===== config.mk =====
export PLATFORM = sky130hd
export DESIGN_NAME = instr_queue
export DESIGN_NICKNAME = d
export VERILOG_FILES = /design/src/rtl/instr_queue.sv
export SDC_FILE = /design/constraint.sdc
export NUM_CORES = 1
export LEC_CHECK = 0
export ABC_AREA = 0
export BUFFER_PORTS_ARGS = -buffer_cell sky130_fd_sc_hd__buf_4
export CORE_AREA = 2 2 287 289
export CTS_BUF_LIST = sky130_fd_sc_hd__clkbuf_8
export DETAILED_ROUTE_END_ITERATION = 10
export DIE_AREA = 0 0 289 291
export PLACE_DENSITY_LB_ADDON = 0.25
export SYNTH_ARGS = -nofsm -noshare
export SYNTH_HDL_FRONTEND = slang
export SYNTH_SLANG_ARGS = --single-unit

===== constraint.sdc =====
create_clock -name i_clk -period 9.7 [get_ports i_clk]
set_clock_uncertainty 0.1 [all_clocks]
set_input_delay 0.485 -clock i_clk [delete_from_list [all_inputs] [get_ports i_clk]]
set_output_delay 0.485 -clock i_clk [all_outputs]
set_load 0.02 [all_outputs]

===== src/rtl/instr_queue.sv =====
// Fetch-to-decode instruction queue: DEPTH-entry FIFO of {pc, instr, fault flags}
// with sticky overflow flag. Define INSTR_QUEUE_BYPASS_EN for empty-queue bypass.
module instr_queue #(
  parameter int RISCV_ARCH = 64,
  parameter int DEPTH      = 4,
  parameter int CNTW       = $clog2(DEPTH + 1)
) (
  input  logic                  i_clk,
  input  logic                  i_rst,
  input  logic                  i_flush_pipeline,
  input  logic                  i_valid,
  input  logic [RISCV_ARCH-1:0] i_pc,
  input  logic [63:0]           i_instr,
  input  logic                  i_load_fault,
  input  logic                  i_page_fault_x,
  output logic                  o_ready,
  output logic                  o_valid,
  output logic [RISCV_ARCH-1:0] o_pc,
  output logic [63:0]           o_instr,
  output logic                  o_load_fault,
  output logic                  o_page_fault_x,
  input  logic                  i_ready,
  output logic [CNTW-1:0]       o_count,
  output logic                  o_overflow
);

  localparam int PW = $clog2(DEPTH);

  logic [RISCV_ARCH-1:0] r_mem_pc    [DEPTH];
  logic [63:0]           r_mem_instr [DEPTH];
  logic                  r_mem_lf    [DEPTH];
  logic                  r_mem_pf    [DEPTH];

  logic [PW-1:0]   r_wr_ptr;
  logic [PW-1:0]   r_rd_ptr;
  logic [CNTW-1:0] r_cnt;
  logic            r_overflow;

  logic                  w_ready;
  logic                  w_empty;
  logic                  w_push;
  logic                  w_pop;
  logic                  w_head_valid;
  logic [RISCV_ARCH-1:0] w_head_pc;
  logic [63:0]           w_head_instr;
  logic                  w_head_lf;
  logic                  w_head_pf;

  assign w_empty = (r_cnt == '0);
  // Full queue refuses a push even when decode pops in the same cycle.
  assign w_ready = (r_cnt != CNTW'(DEPTH));
  assign w_pop   = !w_empty && i_ready;

`ifdef INSTR_QUEUE_BYPASS_EN
  logic w_bypass;
  assign w_bypass = w_empty && i_valid && !i_flush_pipeline;
  // A bypassed word taken by decode this cycle is never stored.
  assign w_push   = i_valid && w_ready && !(w_bypass && i_ready);
`else
  assign w_push   = i_valid && w_ready;
`endif

  always_comb begin
    w_head_valid = !w_empty;
    w_head_pc    = r_mem_pc[r_rd_ptr];
    w_head_instr = r_mem_instr[r_rd_ptr];
    w_head_lf    = r_mem_lf[r_rd_ptr];
    w_head_pf    = r_mem_pf[r_rd_ptr];
`ifdef INSTR_QUEUE_BYPASS_EN
    if (w_bypass) begin
      w_head_valid = 1'b1;
      w_head_pc    = i_pc;
      w_head_instr = i_instr;
      w_head_lf    = i_load_fault;
      w_head_pf    = i_page_fault_x;
    end
`endif
  end

  always_comb begin
    o_valid        = w_head_valid;
    o_pc           = {RISCV_ARCH{1'b1}};
    o_instr        = '0;
    o_load_fault   = 1'b0;
    o_page_fault_x = 1'b0;
    if (w_head_valid) begin
      o_pc           = w_head_pc;
      o_instr        = w_head_instr;
      o_load_fault   = w_head_lf;
      o_page_fault_x = w_head_pf;
    end
  end

  assign o_ready    = w_ready;
  assign o_count    = r_cnt;
  assign o_overflow = r_overflow;

  // Storage is not reset; only entries below r_cnt are ever observable.
  always_ff @(posedge i_clk) begin
    if (!i_rst && !i_flush_pipeline && w_push) begin
      r_mem_pc[r_wr_ptr]    <= i_pc;
      r_mem_instr[r_wr_ptr] <= i_instr;
      r_mem_lf[r_wr_ptr]    <= i_load_fault;
      r_mem_pf[r_wr_ptr]    <= i_page_fault_x;
    end
  end

  always_ff @(posedge i_clk) begin
    if (i_rst) begin
      r_wr_ptr   <= '0;
      r_rd_ptr   <= '0;
      r_cnt      <= '0;
      r_overflow <= 1'b0;
    end else begin
      if (i_valid && !w_ready) begin
        r_overflow <= 1'b1;
      end
      if (i_flush_pipeline) begin
        r_wr_ptr <= '0;
        r_rd_ptr <= '0;
        r_cnt    <= '0;
      end else begin
        if (w_push) begin
          r_wr_ptr <= r_wr_ptr + PW'(1);
        end
        if (w_pop) begin
          r_rd_ptr <= r_rd_ptr + PW'(1);
        end
        case ({w_push, w_pop})
          2'b10:   r_cnt <= r_cnt + CNTW'(1);
          2'b01:   r_cnt <= r_cnt - CNTW'(1);
          default: r_cnt <= r_cnt;
        endcase
      end
    end
  end

endmodule


# Word level (Yosys, flattened, before mapping)
# Memory sizes are Yosys's and may differ from the RTL's. A register that Yosys moved wholly into a read port is not among the register bits.
# Cells that the tools add are included.
# Widths: inputs -> output; s select.
totals:
  wordCells: 42
  regBits: 8
  mem_count: 4
  ramBits: 520
  output_inout_bits: 136
  in_bits: 135
mem_list:
  columns: ["memory", "depth", "width", "read_ports", "rd_ports_with_merged_regs", "wr", "line_no", "rtl"]
  rows:
  - ["r_mem_instr", 4, 64, 1, 1, 1, "30", "logic [63:0] r_mem_instr [DEPTH];"]
  - ["r_mem_pc", 4, 64, 1, 1, 1, "29", "logic [RISCV_ARCH-1:0] r_mem_pc [DEPTH];"]
  - ["r_mem_lf", 4, 1, 1, 1, 1, "31", "logic r_mem_lf [DEPTH];"]
  - ["r_mem_pf", 4, 1, 1, 1, 1, "32", "logic r_mem_pf [DEPTH];"]
classes:
  n_mux: 15
  reduce_logical: 12
  n_eq_ne: 3
  addsub: 4
ops:
  columns: ["cell", "n"]
  rows:
  - ["$mux 64", 2]
  - ["$mux 2", 8]
  - ["$pmux 3 s2", 1]
  - ["$logic_and 1x1->1", 5]
  - ["$add 2x1->2 const B", 2]
  - ["$logic_not 1->1", 4]
  - ["$mux 1", 4]
  - ["$add 3x1->3 const B", 1]
  - ["$logic_not 3->1", 1]
  - ["$ne 3x3->1 const B", 1]
  - ["$sub 3x1->3 const B", 1]
  - ["$eq 2x1->1 const B", 1]
  - ["$eq 2x2->1 const B", 1]
  - ["$reduce_bool 2->1", 1]
  - ["$reduce_or 2->1", 1]

# Depth between registers and ports, before layout
logic_depth:
  word_depth: 5
  depth_mapped: 10
  depth_no_buf: 9

# Least setup slack after synthesis
# OpenSTA, ideal clock, no wires.
synth_timing:
  path_type: "reg-to-reg"
  startpoint: "register r_cnt[0], in the netlist o_count[0]"
  endpoint: "memory r_mem_instr[0][0] (enable)"
  setup_slack_ps: 4863
  arrival_ps: 4232
  path_buffers: 1
  period_less_slack_ps: 4837
  required_ps: 9095
  setup_time_ps: 505
  stages_incl_launch_ff: 5
  cell_sequence: "dfxtp_1 or3b_1 clkbuf_1 and2_1 and3_1"
synth_via:
  elab_chain_len: 5
synth_rtl:
  columns: ["item", "line_no", "rtl"]
  rows:
  - ["from (decl)", "36", "logic [CNTW-1:0] r_cnt;"]
  - ["from (signal assigned)", "130", "2'b10: r_cnt <= r_cnt + CNTW'(1);"]
  - ["from (signal assigned)", "131", "2'b01: r_cnt <= r_cnt - CNTW'(1);"]
  - ["from (signal assigned)", "132", "default: r_cnt <= r_cnt;"]
  - ["$ne 3x3->1", "51", "assign w_ready = (r_cnt != CNTW'(DEPTH));"]
  - ["named net o_ready", "16", "output logic o_ready,"]
  - ["$logic_and 1x1->1", "60", "assign w_push = i_valid && w_ready;"]
  - ["$logic_and 1x1->1", "100", "if (!i_rst && !i_flush_pipeline && w_push) begin"]
  - ["$mux 1", "100", null]
  - ["$mux 1 (not written as such)", "102", "r_mem_instr[r_wr_ptr] <= i_instr;"]
  - ["to (decl)", "30", null]
# The timed path passes the listed nets, and every way through them passes these cells.

==> run summary <==
Outcome = completed
Residual DRC = 0
Tot Pwr = 0.00488 W
Comb power frac = 0.067
Max-slew headroom = 0.354
Pin count of the biggest net entering global routing = 68
Synth cell count leaders = 520 x edfxtp_1, 130 x mux4_2, 68 x and2_1, 34 x or2_1, 31 x or2_2
Vias in the first global route = 11,600
Worst-Margin Slew = 970 ps
Synth cell types = 30
CP arrival = 3170 ps
Die height = 291 µm
Worst skew pair latency = 630 ps
Total CTS buffers = 92
PwrDens = 184 nW/µm²
CTS Buffer Depth = 3
DIE WIDTH = 289 µm
Maximum VDD drop = 0.0966 mV
Seq/Total Area, Yosys = 0.786
Most used DFF post-synth = edfxtp_1
GRT Total Usage = 0.114
Synth top area share = 0.776
Slowest-stage cell, CP = dfxtp_4
Int Power = 0.00380 W
Syn Inst Count = 882
H-tree Lvls = 3
First-pass iteration count of the detailed router = 4
Fin. max-slew vios = 0
Psw = 0.00108 W
Die ar. = 84,100 µm²
CTS tree = done
Post-CTS setup buffers = 0
Vias per cell = 4.11
Post-Syn Area = 20,100 µm²
Critical Path RT = 9120 ps
RSZ-0062 raised after global routing = false
Final period util = 0.387
Vias = 10,200
Top post-synthesis cells by area = edfxtp_1 78%, mux4_2 15%, and2_1 2.1%
Min Tclk post-route = 3750 ps
Area grow syn2layout = 31.8%
CP Class = reg -> out
Area leader, netlist = edfxtp_1
Startpoint Class = flop
Number of flops mapped to enable cells by yosys = 520
Final setup vio count = 0
Final antenna-violating net count = 0
Initial Util = 0.248
N_diodes = 0
Crit-path cells = buf_4 > mux4_2 > or2_2 > buf_4
Antenna violations before repair = 4
Core Rows = 105
Mapped Avg Cell Area = 22.8 µm²
HP Class = in -> reg
Grt ovf = 0
FFs w/ async S/R, synth = 0
Seq pwr share = 0.522
Clock share of power = 0.411
RD Place Congestion = 0.689
First-pass GRT wire length = 71,300 µm
CP top delay family = buffers and inverters
Synth Register Bits = 530
Final Hold Fails = 0
Top achievable clock speed = 266 MHz
Crit-path max cell delay = 820 ps
DPL Wire Length = 27,500 µm
Final net count = 1,491
Share of cells above drive strength 1 = 0.406
CTS sink cnt = 530
Syn Nets = 1,023
CP Capture Type = output port
Port buffer count = 270
Ports = 271
WL final = 48,100 µm
WL per Instance = 19.3 µm
Pleak = 8.79 nW
Number of max-cap violations = 0
Clk Tree Root Cell = clkbuf_8
Sum Neg Setup Slack = 0 ps
Count leader, synth = edfxtp_1
Max FO, Critical Path = 46
Ys Warns = 0
Buffers and inverters on the worst path = 2
Min Hold Slack = 132 ps
Initial drt markers = 503
Sw Share = 0.221
Core area = 81,200 µm²
Clock-pin slew on the worst setup and hold paths = 60 ps
Crit-path most repeated cell = buf_4
[layout by cell type, fill, tap and decap left out, drive strengths merged, types with 2 or more instances in the layout]
master	synthesis	final
a21oi	4	4
and2	68	68
and3	4	4
buf	21	285
bufinv	0	7
clkbuf	24	95
clkinv	0	37
dfxtp	10	10
dlygate4sd3	0	134
edfxtp	520	520
ha	5	5
inv	7	34
mux4	130	130
nand2	2	2
nor2	5	5
o21ai	4	4
or2	65	65
or3	2	2
xor2	2	2
[path summary, 6_finish.rpt]
path | slack (ps) | endpoint | startpoint | depth (start not counted)
hold / removal | 130 | o_count[2]$_SDFFE_PP0P_ | i_flush_pipeline | 3
setup reg to reg | 6700 | r_mem_pc[1][62]$_DFFE_PP_ | o_count[0]$_SDFFE_PP0P_ | 4
hold reg to reg | 390 | flop | r_rd_ptr[1]$_SDFFE_PP0P_ | 2
setup / recovery | 5950 | o_pc[0] | flop | 4
[power groups by stage]
stage	clock network (W)	logic, W	registers [W]
2_1_floorplan	0	0.000132	0.00260
3_3_place_gp	0	0.000285	0.00259
3_5_place_dp	0	0.000289	0.00259
4_1_cts	0.00209	0.000338	0.00255
5_1_grt	0.00219	0.000355	0.00255
6_report	0.00201	0.000326	0.00255
[through the flow]
step                      utilization  cells  area (µm²)  worst slack (ps)
final                           0.327   2492       26500              5950
after global routing            0.327   2492       26500              5700
after CTS                       0.327   2492       26500              5740
after detailed placement        0.288   2192       23400              6480
after global placement          0.288   2192       23400              6480
after floorplan                     -    882       20100              4860
[area by class of cell]
cell class	count	area (µm²)
clock inverter	71	510
timing repair buffer	419	3480
sequential	530	15800
inverter	7	26.3
clock buffer	95	1310
multi-input combinational	300	4050
fill	7907	54700
tap	1070	1340
[kinds of logic after synthesis]
logic type	count (synthesis)	synth area share
adders and majority gates	6	0.00410
AOI/OAI and AO/OA	11	0.00317
and+or+nand+nor	151	0.0462
DFF	530	0.786
muxes	130	0.145
xor gates and xnor gates	2	0.000870
buffers and inverters	52	0.0145
[per-layer routing]
layer / up-vias / GRT usage / share of wire
met2: 251 / 0.191 / 0.49
li1: 4556 / - / -
met4: 6 / 0.0400 / 0.023
met5: - / 0 / 0.00048
met3: 90 / 0.0312 / 0.057
met1: 5327 / 0.141 / 0.43
[state kept, by name (all words and copies together) (netlist names), named ones only]
signal       count
r_mem_instr    256
r_mem_pc       256
r_mem_lf         4
r_mem_pf         4
o_count          3
r_rd_ptr         2
r_wr_ptr         2
o_overflow       1
[worst register-to-register path: cells and delay by family, from the launching register on]
family                 cells  cell delay, ps
buffers and inverters      1             770
flip-flops                 1             420
AND/OR/NAND/NOR            3            1270
[repair_timing]
action | 4_1_cts | 5_1_grt
hold buffers | 134 | 0
setup endpoints to repair | 0 | 0
hold endpoints to repair | 525 | 0
resized for setup | 0 | 0
Note: power is estimated with default switching activity, not from simulation.
